$ cat config.mk
export PLATFORM = sky130hd
export DESIGN_NAME = iiitb_lifo_p
export DESIGN_NICKNAME = d
export VERILOG_FILES = /design/src/rtl/iiitb_lifo_p.sv
export SDC_FILE = /design/constraint.sdc
export NUM_CORES = 1
export LEC_CHECK = 0
export CAP_MARGIN = 15
export CORE_ASPECT_RATIO = 2
export CORE_MARGIN = 3
export CORE_UTILIZATION = 30
export CTS_CLUSTER_DIAMETER = 60
export DETAILED_ROUTE_END_ITERATION = 6
export GPL_TIMING_DRIVEN = 0
export PLACE_DENSITY = 0.51
export SLEW_MARGIN = 5
export SYNTH_ARGS = -nofsm -noshare
export SYNTH_HDL_FRONTEND = slang
export SYNTH_SLANG_ARGS = --single-unit
export TNS_END_PERCENT = 50
$ cat constraint.sdc
create_clock -name Clk -period 5.8 [get_ports Clk]
set_clock_uncertainty 0.1 [all_clocks]
set_input_delay 1.45 -clock Clk [delete_from_list [all_inputs] [get_ports Clk]]
set_output_delay 1.45 -clock Clk [all_outputs]
set_load 0.005 [all_outputs]
$ cat src/rtl/iiitb_lifo_p.sv
// rtl/iiitb_lifo_p.sv - parametrised LIFO stack with replace-top, almost-full and sticky error flags
module iiitb_lifo_p #(
    parameter  int WIDTH    = 4,
    parameter  int DEPTH    = 8,
    parameter  int AF_LEVEL = DEPTH - 1,
    localparam int CW       = $clog2(DEPTH + 1)
) (
    input  logic             Clk,
    input  logic             Rst,
    input  logic             EN,
    input  logic             Push,
    input  logic             Pop,
    input  logic [WIDTH-1:0] dataIn,
    output logic [WIDTH-1:0] dataOut,
    output logic [WIDTH-1:0] TOP,
    output logic [CW-1:0]    count,
    output logic             EMPTY,
    output logic             FULL,
    output logic             AFULL,
    output logic             OVF,
    output logic             UDF
);
    localparam int AW = (DEPTH > 1) ? $clog2(DEPTH) : 1;

    logic [WIDTH-1:0] mem_q [DEPTH];
    logic [CW-1:0]    sp_q, sp_d;
    logic [WIDTH-1:0] dout_q, dout_d;
    logic             ovf_q, ovf_d;
    logic             udf_q, udf_d;
    logic             we_d;
    logic [AW-1:0]    widx_d;
    logic [AW-1:0]    top_idx;
    logic [AW-1:0]    push_idx;
    logic             empty, full;

    // Indices are only used when the matching full/empty guard allows it.
    assign top_idx  = AW'(sp_q - CW'(1));
    assign push_idx = AW'(sp_q);
    assign empty    = (sp_q == '0);
    assign full     = (sp_q == CW'(DEPTH));

    always_comb begin
        sp_d   = sp_q;
        dout_d = dout_q;
        ovf_d  = ovf_q;
        udf_d  = udf_q;
        we_d   = 1'b0;
        widx_d = push_idx;
        if (Rst) begin
            sp_d   = '0;
            dout_d = '0;
            ovf_d  = 1'b0;
            udf_d  = 1'b0;
        end else if (EN) begin
            unique case ({Push, Pop})
                2'b10: begin
                    if (full) begin
                        ovf_d = 1'b1;
                    end else begin
                        we_d = 1'b1;
                        sp_d = sp_q + CW'(1);
                    end
                end
                2'b01: begin
                    if (empty) begin
                        udf_d = 1'b1;
                    end else begin
                        dout_d = mem_q[top_idx];
                        sp_d   = sp_q - CW'(1);
                    end
                end
                2'b11: begin
                    // Empty stack: the pushed word passes straight through.
                    if (empty) begin
                        dout_d = dataIn;
                    end else begin
                        dout_d = mem_q[top_idx];
                        we_d   = 1'b1;
                        widx_d = top_idx;
                    end
                end
                default: ;
            endcase
        end
    end

    always_ff @(posedge Clk) begin
        sp_q   <= sp_d;
        dout_q <= dout_d;
        ovf_q  <= ovf_d;
        udf_q  <= udf_d;
    end

    always_ff @(posedge Clk) begin
        if (we_d) begin
            mem_q[widx_d] <= dataIn;
        end
    end

    assign dataOut = dout_q;
    assign TOP     = empty ? '0 : mem_q[top_idx];
    assign count   = sp_q;
    assign EMPTY   = empty;
    assign FULL    = full;
    assign AFULL   = (sp_q >= CW'(AF_LEVEL));
    assign OVF     = ovf_q;
    assign UDF     = udf_q;
endmodule

# [Yosys cells after proc, flatten, opt, wreduce, memory -nomap -nowiden]
# Memory sizes are Yosys's and may differ from the RTL's.
# Cells that the tools add are included.
[op_classes] addsub=2 n_mul=0 muxes=18 bitwise_logic=0 reduce_logical=7 order_cmp=1 n_eq_ne=6 shift=0 div=0
[ops] op="$mux 4" count=5
[ops] op="$pmux 4 s2" count=2
[ops] op="$mux 3" count=4
[ops] op="$reduce_and 3->1" count=3
[ops] op="$mux 1" count=6
[ops] op="$add 4x1->4 const B" count=1
[ops] op="$eq 2x2->1 const B" count=2
[ops] op="$eq 4x4->1 const B" count=1
[ops] op="$ge 4x3->1 const B" count=1
[ops] op="$logic_not 4->1" count=1
[ops] op="$ne 2x2->1 const B" count=2
[ops] op="$reduce_and 4->1" count=1
[ops] op="$reduce_bool 2->1" count=2
[ops] op="$sub 4x1->4 const B" count=1
[ops] op="$eq 2x1->1 const B" count=1
[ops] op="$pmux 1 s2" count=1
[word_totals] ff_bits=10 mem_count=1 input_bits=9 ram_bits=32 mem_bits_ro=0 latch_bits=0 word_cells=39 out_inout_bits=17
[mem_list] name="mem_q" depth=8 width=4 read_ports=1 rd_ports_with_merged_regs=0 wr=1 line="25" source="logic [WIDTH-1:0] mem_q [DEPTH];"

# [Longest topological paths before layout]
# Gate-level depths: netlist of the first run.
[depth] depth_word=7 depth_mapped=8 mapped_depth_nobuf=7

# [Worst setup path after synthesis of the first run]
# OpenSTA, ideal clock, no wires.
[synth_path] path_type="reg-to-output" from="reg sp_q[0] (netlist: count[0])" to="out TOP[0]" path_stages_with_launch=8 path_buffers=2 arrival_ns=1.828 path_slack_ns=2.422 t_required_ns=4.250 path_cell_list="dfxtp_1 -> inv_2 -> ha_1 -> buf_6 -> buf_12 -> mux2i_1 -> mux4_2 -> nor2_1"
[synth_between] elab_chain_len=3 word_cells_on_any_way=4 classes_between="add/sub: 1; mux: 1; reduce/logical: 1; memory: 1"
[synth_rtl] element="start: declaration" line="26" source="logic [CW-1:0] sp_q, sp_d;"
[synth_rtl] element="start signal: assignment" line="88" source="sp_q <= sp_d;"
[synth_rtl] element="$sub 4x1->4"
[synth_rtl] element="$mem_v2 8x4"
[synth_rtl] element="$mux 4 (*)" line="101" source="assign TOP = empty ? '0 : mem_q[top_idx];"
[synth_rtl] element="end: declaration" line="15" source="output logic [WIDTH-1:0] TOP,"
# Every way passes the cells marked *; elsewhere a longest branch is shown, timed or not.

# [Final worst setup path of the first run]
[layout_path] from="reg sp_q[0] (netlist: count[0])" to="out TOP[1]"
# The elaborated chain is that of the path after synthesis.

==> results.toml, run 1 <==
[finish]
syn_to_final_growth_pct = 24.2
nFillCells = 699
final_cells = 285
stdcell_area_um2 = 2630
antenna_cells = 0
drive_above_1_share_pct = 13.2
fin_nets = 208
utilization_pct = 39.1

[global_route]
grt_use_total_pct = 13.1
antenna_found_initial = 0
grt_max_degree = 13
grt_remaining_overflow = 0
grt_pass1_wl_um = 7810
grt_pass1_vias = 1491

[route]
drc = 0
vias_per_cell = 4.94
vias = 1407
drtPass1Iterations = 4
routed_wl_um = 4890
ant_nets = 0
drtIter0Drc = 60
wl_per_cell_um = 17.2

[placement]
dp_cells = 277
io_buffers = 24
postPlaceCellArea_um2 = 2470
gp_congestion = 0.768
detailed_place_hpwl_um = 3820
dp_slack_ns = 1.65

[worst_hold_path]
hold_class = "reg -> reg"

[worst_setup_path]
cp-end-kind = "primary output"
critPathMostFrequentCell = "buf_6"
crit_buf_inv = 4
path_cells = "inv_2 -> ha_1 -> buf_6 -> buf_6 -> mux2i_1 -> mux4_2 -> nor2_1 -> clkdlybuf4s50_1"
required_ns = 4.25
cp.arrival_ns = 2.86
slowest_delay_ns = 0.52
critPathMaxFanout = 10
start_kind = "register"
critical_path.top_delay_family = "buffers and inverters"
cp_slowest_cell = "clkdlybuf4s50_1"
critical_path_class = "reg -> out"

[synth]
avgSynthCellArea_um2 = 12.8
synth-seq-cells = 42
synthArstFlopShare_pct = 0
syn_nets = 177
syn_area_um2 = 2120
yosys.area.top_type_share_pct = 45.4
yosysMostFrequentCell = "edfxtp_1"
yosys-top-cells-area = "edfxtp_1, dfxtp_1, mux2i_1"
ys_warn_count = 0
synth_ff_type = "edfxtp_1"
synth_edf_count = 32
yosys.area.top_type = "edfxtp_1"
ys_seq_area_share_pct = 54.8
synthCells = 165
synth.distinct_cells = 43
synth_common_cells = "edfxtp_1, mux2i_1, nor2_1"

[clock_network]
cts_made_buffers = 5
cts-root-buf = "clkbuf_16"
htreeDepth = 2
cts_hold_buf = 0
clock_sinks = 42
post_cts_buffers = 0
cts_tree = "yes"
clock_latency_ns = 0.28
path_clk_slew_ns = 0.06
post_cts_resized = 0
cts_buffer_depth = 2

[sta]
finalCriticalPeriod_ns = 4.41
setup-tns-final_ns = 0
max_slew.worst_pin.slew_ns = 0.539
slew_violations = 0
grt_setup_unrepaired = "no"
setup_viol = 0
hold_viol_final = 0
fin_hold_ws_ns = 0.372
max_freq_mhz = 227
relSlewSlack_pct = 63.7
finalWorstSetupSlack_ns = 1.39
fin_crit_sh_pct = 76.1

[power]
p_leak_nw = 0.885
power.net_switching_uw = 187
p_comb_share_pct = 19.0
power_density_nw_per_um2 = 303
intPower_uw = 610
fin_total_pwr_uw = 796
clkPwrFrac_pct = 39.0
peakVddDrop_v = 0.000235
p_seq_share_pct = 42.0
swShare_pct = 23.4

[floorplan]
die_x_um = 65.4
core-area_um2 = 6730
initial_utilization_pct = 31.5
rows = 42
die_h_um = 125
dieArea_um2 = 8170
io_pins = 26

[flow_run]
maxCapViolations = 0

[status]
status = "completed"
worst paths after layout:
kind	end	cells after the start	start	slack [ns]
hold reg to reg	UDF	2	UDF	0.37
hold / removal	UDF	2	UDF	0.37
setup / recovery	TOP[1]	8	count[0]	1.39
setup reg to reg	mem_q[0][2]	8	count[1]	3.07
cell families after synthesis:
group / Yosys count / synth area share (%)
flops: 42 / 54.8
buf+inv: 17 / 6.44
simple gates: 49 / 12.9
compound gates: 27 / 9.16
mux: 24 / 13.7
fa+ha+maj: 3 / 1.77
xor+xnor: 3 / 1.24
cell usage in the layout, fill, tap and decap left out, types with 3 or more instances in the layout:
master / count
inv_1: 5
ha_1: 3
buf_6: 3
edfxtp_1: 32
mux2i_1: 20
a31oi_1: 3
dfxtp_1: 10
a21oi_2: 4
clkdlybuf4s50_1: 24
mux4_2: 4
a21oi_1: 4
nand2_1: 6
nand3b_1: 3
nor2_1: 16
a211o_1: 4
o21ai_0: 5
or3_1: 3
and3_1: 3
nor3_1: 7
clkbuf_1: 4
clkbuf_16: 5
metal layers:
metal  GRT usage, %  share of wire, %  up-vias
met4           5.99               2.3        0
li1               -                 -      681
met2           24.8                58       33
met3           3.52               4.1        9
met1           12.4                36      684
met5              0                 0        -
flip-flops by register name, summed over array words and instances (netlist names):
signal and flops:
OVF 1, UDF 1, count 4, dataOut 4, mem_q 32
power groups by stage:
| stage | Clock (mW) | Sequential [mW] | Combinational, mW |
|---|---|---|---|
| global placement | 0 | 0.340 | 0.150 |
| floorplan | 0 | 0.340 | 0.100 |
| detailed placement | 0 | 0.341 | 0.153 |
| finish | 0.311 | 0.334 | 0.151 |
| global route | 0.331 | 0.335 | 0.164 |
| CTS | 0.317 | 0.334 | 0.153 |
worst register-to-register path, delay by kind of cell (launching register included):
kind,cells,cell delay (ns)
DFF,1,0.49
buffers and inverters,3,0.44
adders and majority gates,1,0.32
and+or+nand+nor,2,0.78
AOI/OAI and AO/OA,2,0.26
cell type report:
type	instances	area [um2]	share of cell area [%]
Buffer	10	103	3.90
Timing Repair Buffer	24	240	9.13
Clock inverter	1	30.0	1.14
Multi-Input combinational cell	106	821	31.2
Tap cell	88	110	4.18
Inverter	7	33.8	1.28
Sequential cell	42	1160	44.1
Clock buffer	7	133	5.04
(Power assumes the default switching activity.)
==> run 2, diff against run 1 <==
Clock period 5.8 ns to 4.3 ns, I/O delays scaled along.
==> results of run 2 <==
Same layout as run 1 (identical final DEF). Status: completed.
Main changes from that run: setup slack after placement 1.65 ns -> 0.529 ns; setup slack after layout 1.39 ns -> 0.263 ns; register-to-register setup slack 3.07 ns -> 1.57 ns; total power 0.796 mW -> 1.07 mW; worst IR drop on VDD 0.000235 V -> 0.000316 V
==> run 3, diff against run 2 <==
Settings changed: RECOVER_POWER set to 25.
==> run 3 against run 2 <==
  * Maximum frequency unchanged
  * Non-clock buffer count unchanged
  * Final cell count did not move
  * Via count unchanged
  * Power barely moved
  * Critical path depth did not move
  * Core utilization did not move
  * Setup slack is the same
  * Routed wire length unchanged
  * Sequential share of layout area unchanged
  * Critical path type unchanged
==> results.toml, run 3 (synthesized netlist as in run 1, its figures left out) <==
[finish]
regMostFlops = "mem_q"
layout_commonest_cell = "edfxtp_1"
drive_above_1_share_pct = 13.2
antenna_cells = 0
final_cell_mix = "edfxtp_1, clkdlybuf4s50_1, mux2i_1, nor2_1, dfxtp_1"
fin_nets = 208
stdcell_area_um2 = 2630
syn_to_final_growth_pct = 24.2
largest_register_ffs = 32

[global_route]
antenna_found_initial = 0
grt_pass1_wl_um = 7810
busiest_layer = "met2"
grt_max_degree = 13
grt_use_total_pct = 13.1
use_met3_pct = 3.52
met1_usage_pct = 12.4
grt_remaining_overflow = 0
grt_pass1_vias = 1491
use_met2_pct = 24.8

[route]
drc = 0
drtIter0Drc = 60
vias_per_cell = 4.94
vias = 1407
ant_nets = 0
wl_per_cell_um = 17.2
drtPass1Iterations = 4
routed_wl_um = 4890

[status]
status = "completed"

[worst_setup_path]
critPathMaxFanout = 10
cp-end-kind = "primary output"
cp.arrival_ns = 2.86
required_ns = 3.12
critical_path_class = "reg -> out"
start_kind = "register"

[clock_network]
cts_hold_buf = 0
post_cts_resized = 0
cts_made_buffers = 5
cts_tree = "yes"
path_clk_slew_ns = 0.06
clock_latency_ns = 0.28
cts-root-buf = "clkbuf_16"
cts_buffer_depth = 2
clock_sinks = 42
htreeDepth = 2
post_cts_buffers = 0

[sta]
setup-tns-final_ns = 0
fin_crit_sh_pct = 93.9
max_slew.worst_pin.slew_ns = 0.539
max_freq_mhz = 248
finalWorstSetupSlack_ns = 0.263
setup_viol = 0
relSlewSlack_pct = 63.7
grt_setup_unrepaired = "no"
finalCriticalPeriod_ns = 4.04
hold_viol_final = 0
slew_violations = 0

[floorplan]
io_pins = 26
die_x_um = 65.4
rows = 42
core-area_um2 = 6730
initial_utilization_pct = 31.5
die_h_um = 125
dieArea_um2 = 8170

[power]
power_density_nw_per_um2 = 408
peakVddDrop_v = 0.000316
p_leak_nw = 0.885

[placement]
dp_slack_ns = 0.529
io_buffers = 24
postPlaceCellArea_um2 = 2470
gp_congestion = 0.768
detailed_place_hpwl_um = 3820

[flow_run]
maxCapViolations = 0

[worst_hold_path]
hold_class = "reg -> reg"
run 3: cell types whose count changed in the layout (fill, tap and decap cells not counted), sizes merged:
cell / before / now
clkdlybuf4s50: 24 / 21
dlygate4sd3: 0 / 3
run 3: final cells by class:
type / instances / area (um2)
fillers: 699 / 4100
flip-flops and latches: 42 / 1160
repair buffers: 24 / 240
clock inverters: 1 / 30.0
well taps: 88 / 110
multi-input cells: 106 / 821
clock buffers: 7 / 133
plain buffers: 10 / 103
inverters: 7 / 33.8
run 3: where the power goes:
part	switching (mW)	total, mW	internal, mW
clock network	0.145	0.419	0.274
logic	0.0999	0.203	0.104
registers	0.00691	0.451	0.444
total	0.252	1.07	0.822
run 3: metal layers:
layer / vias to the layer above / wire (um)
li1: 681 / -
met1: 684 / 1750
met2: 33 / 2820
met3: 9 / 200
met4: 0 / 114
met5: - / 0
run 3: path summary, 6_finish.rpt:
kind | startpoint | end | slack, ns | cells after the start
max | count[0] | TOP[1] | 0.26 | 8
max reg2reg | count[1] | mem_q[0][2] | 1.57 | 8
min reg2reg | UDF | UDF | 0.37 | 2
min | UDF | UDF | 0.37 | 2
run 3: worst max-delay path, stage by stage, from the launching register on:
cell and delay (ns):
dfxtp_1 0.47, inv_2 0.17, ha_1 0.33, buf_6 0.15, buf_6 0.14, mux2i_1 0.15, mux4_2 0.51, nor2_1 0.13
clkdlybuf4s50_1 0.52
run 3: per-stage QoR:
stage	hold WS, ns	util (%)	power (mW)	instances
floorplan	0.361	-	0.593	165
global placement	0.358	36.7	0.661	277
detailed placement	0.366	36.7	0.666	277
CTS	0.374	39.1	1.09	285
global route	0.395	39.1	1.12	285
finish	0.372	39.1	1.07	285
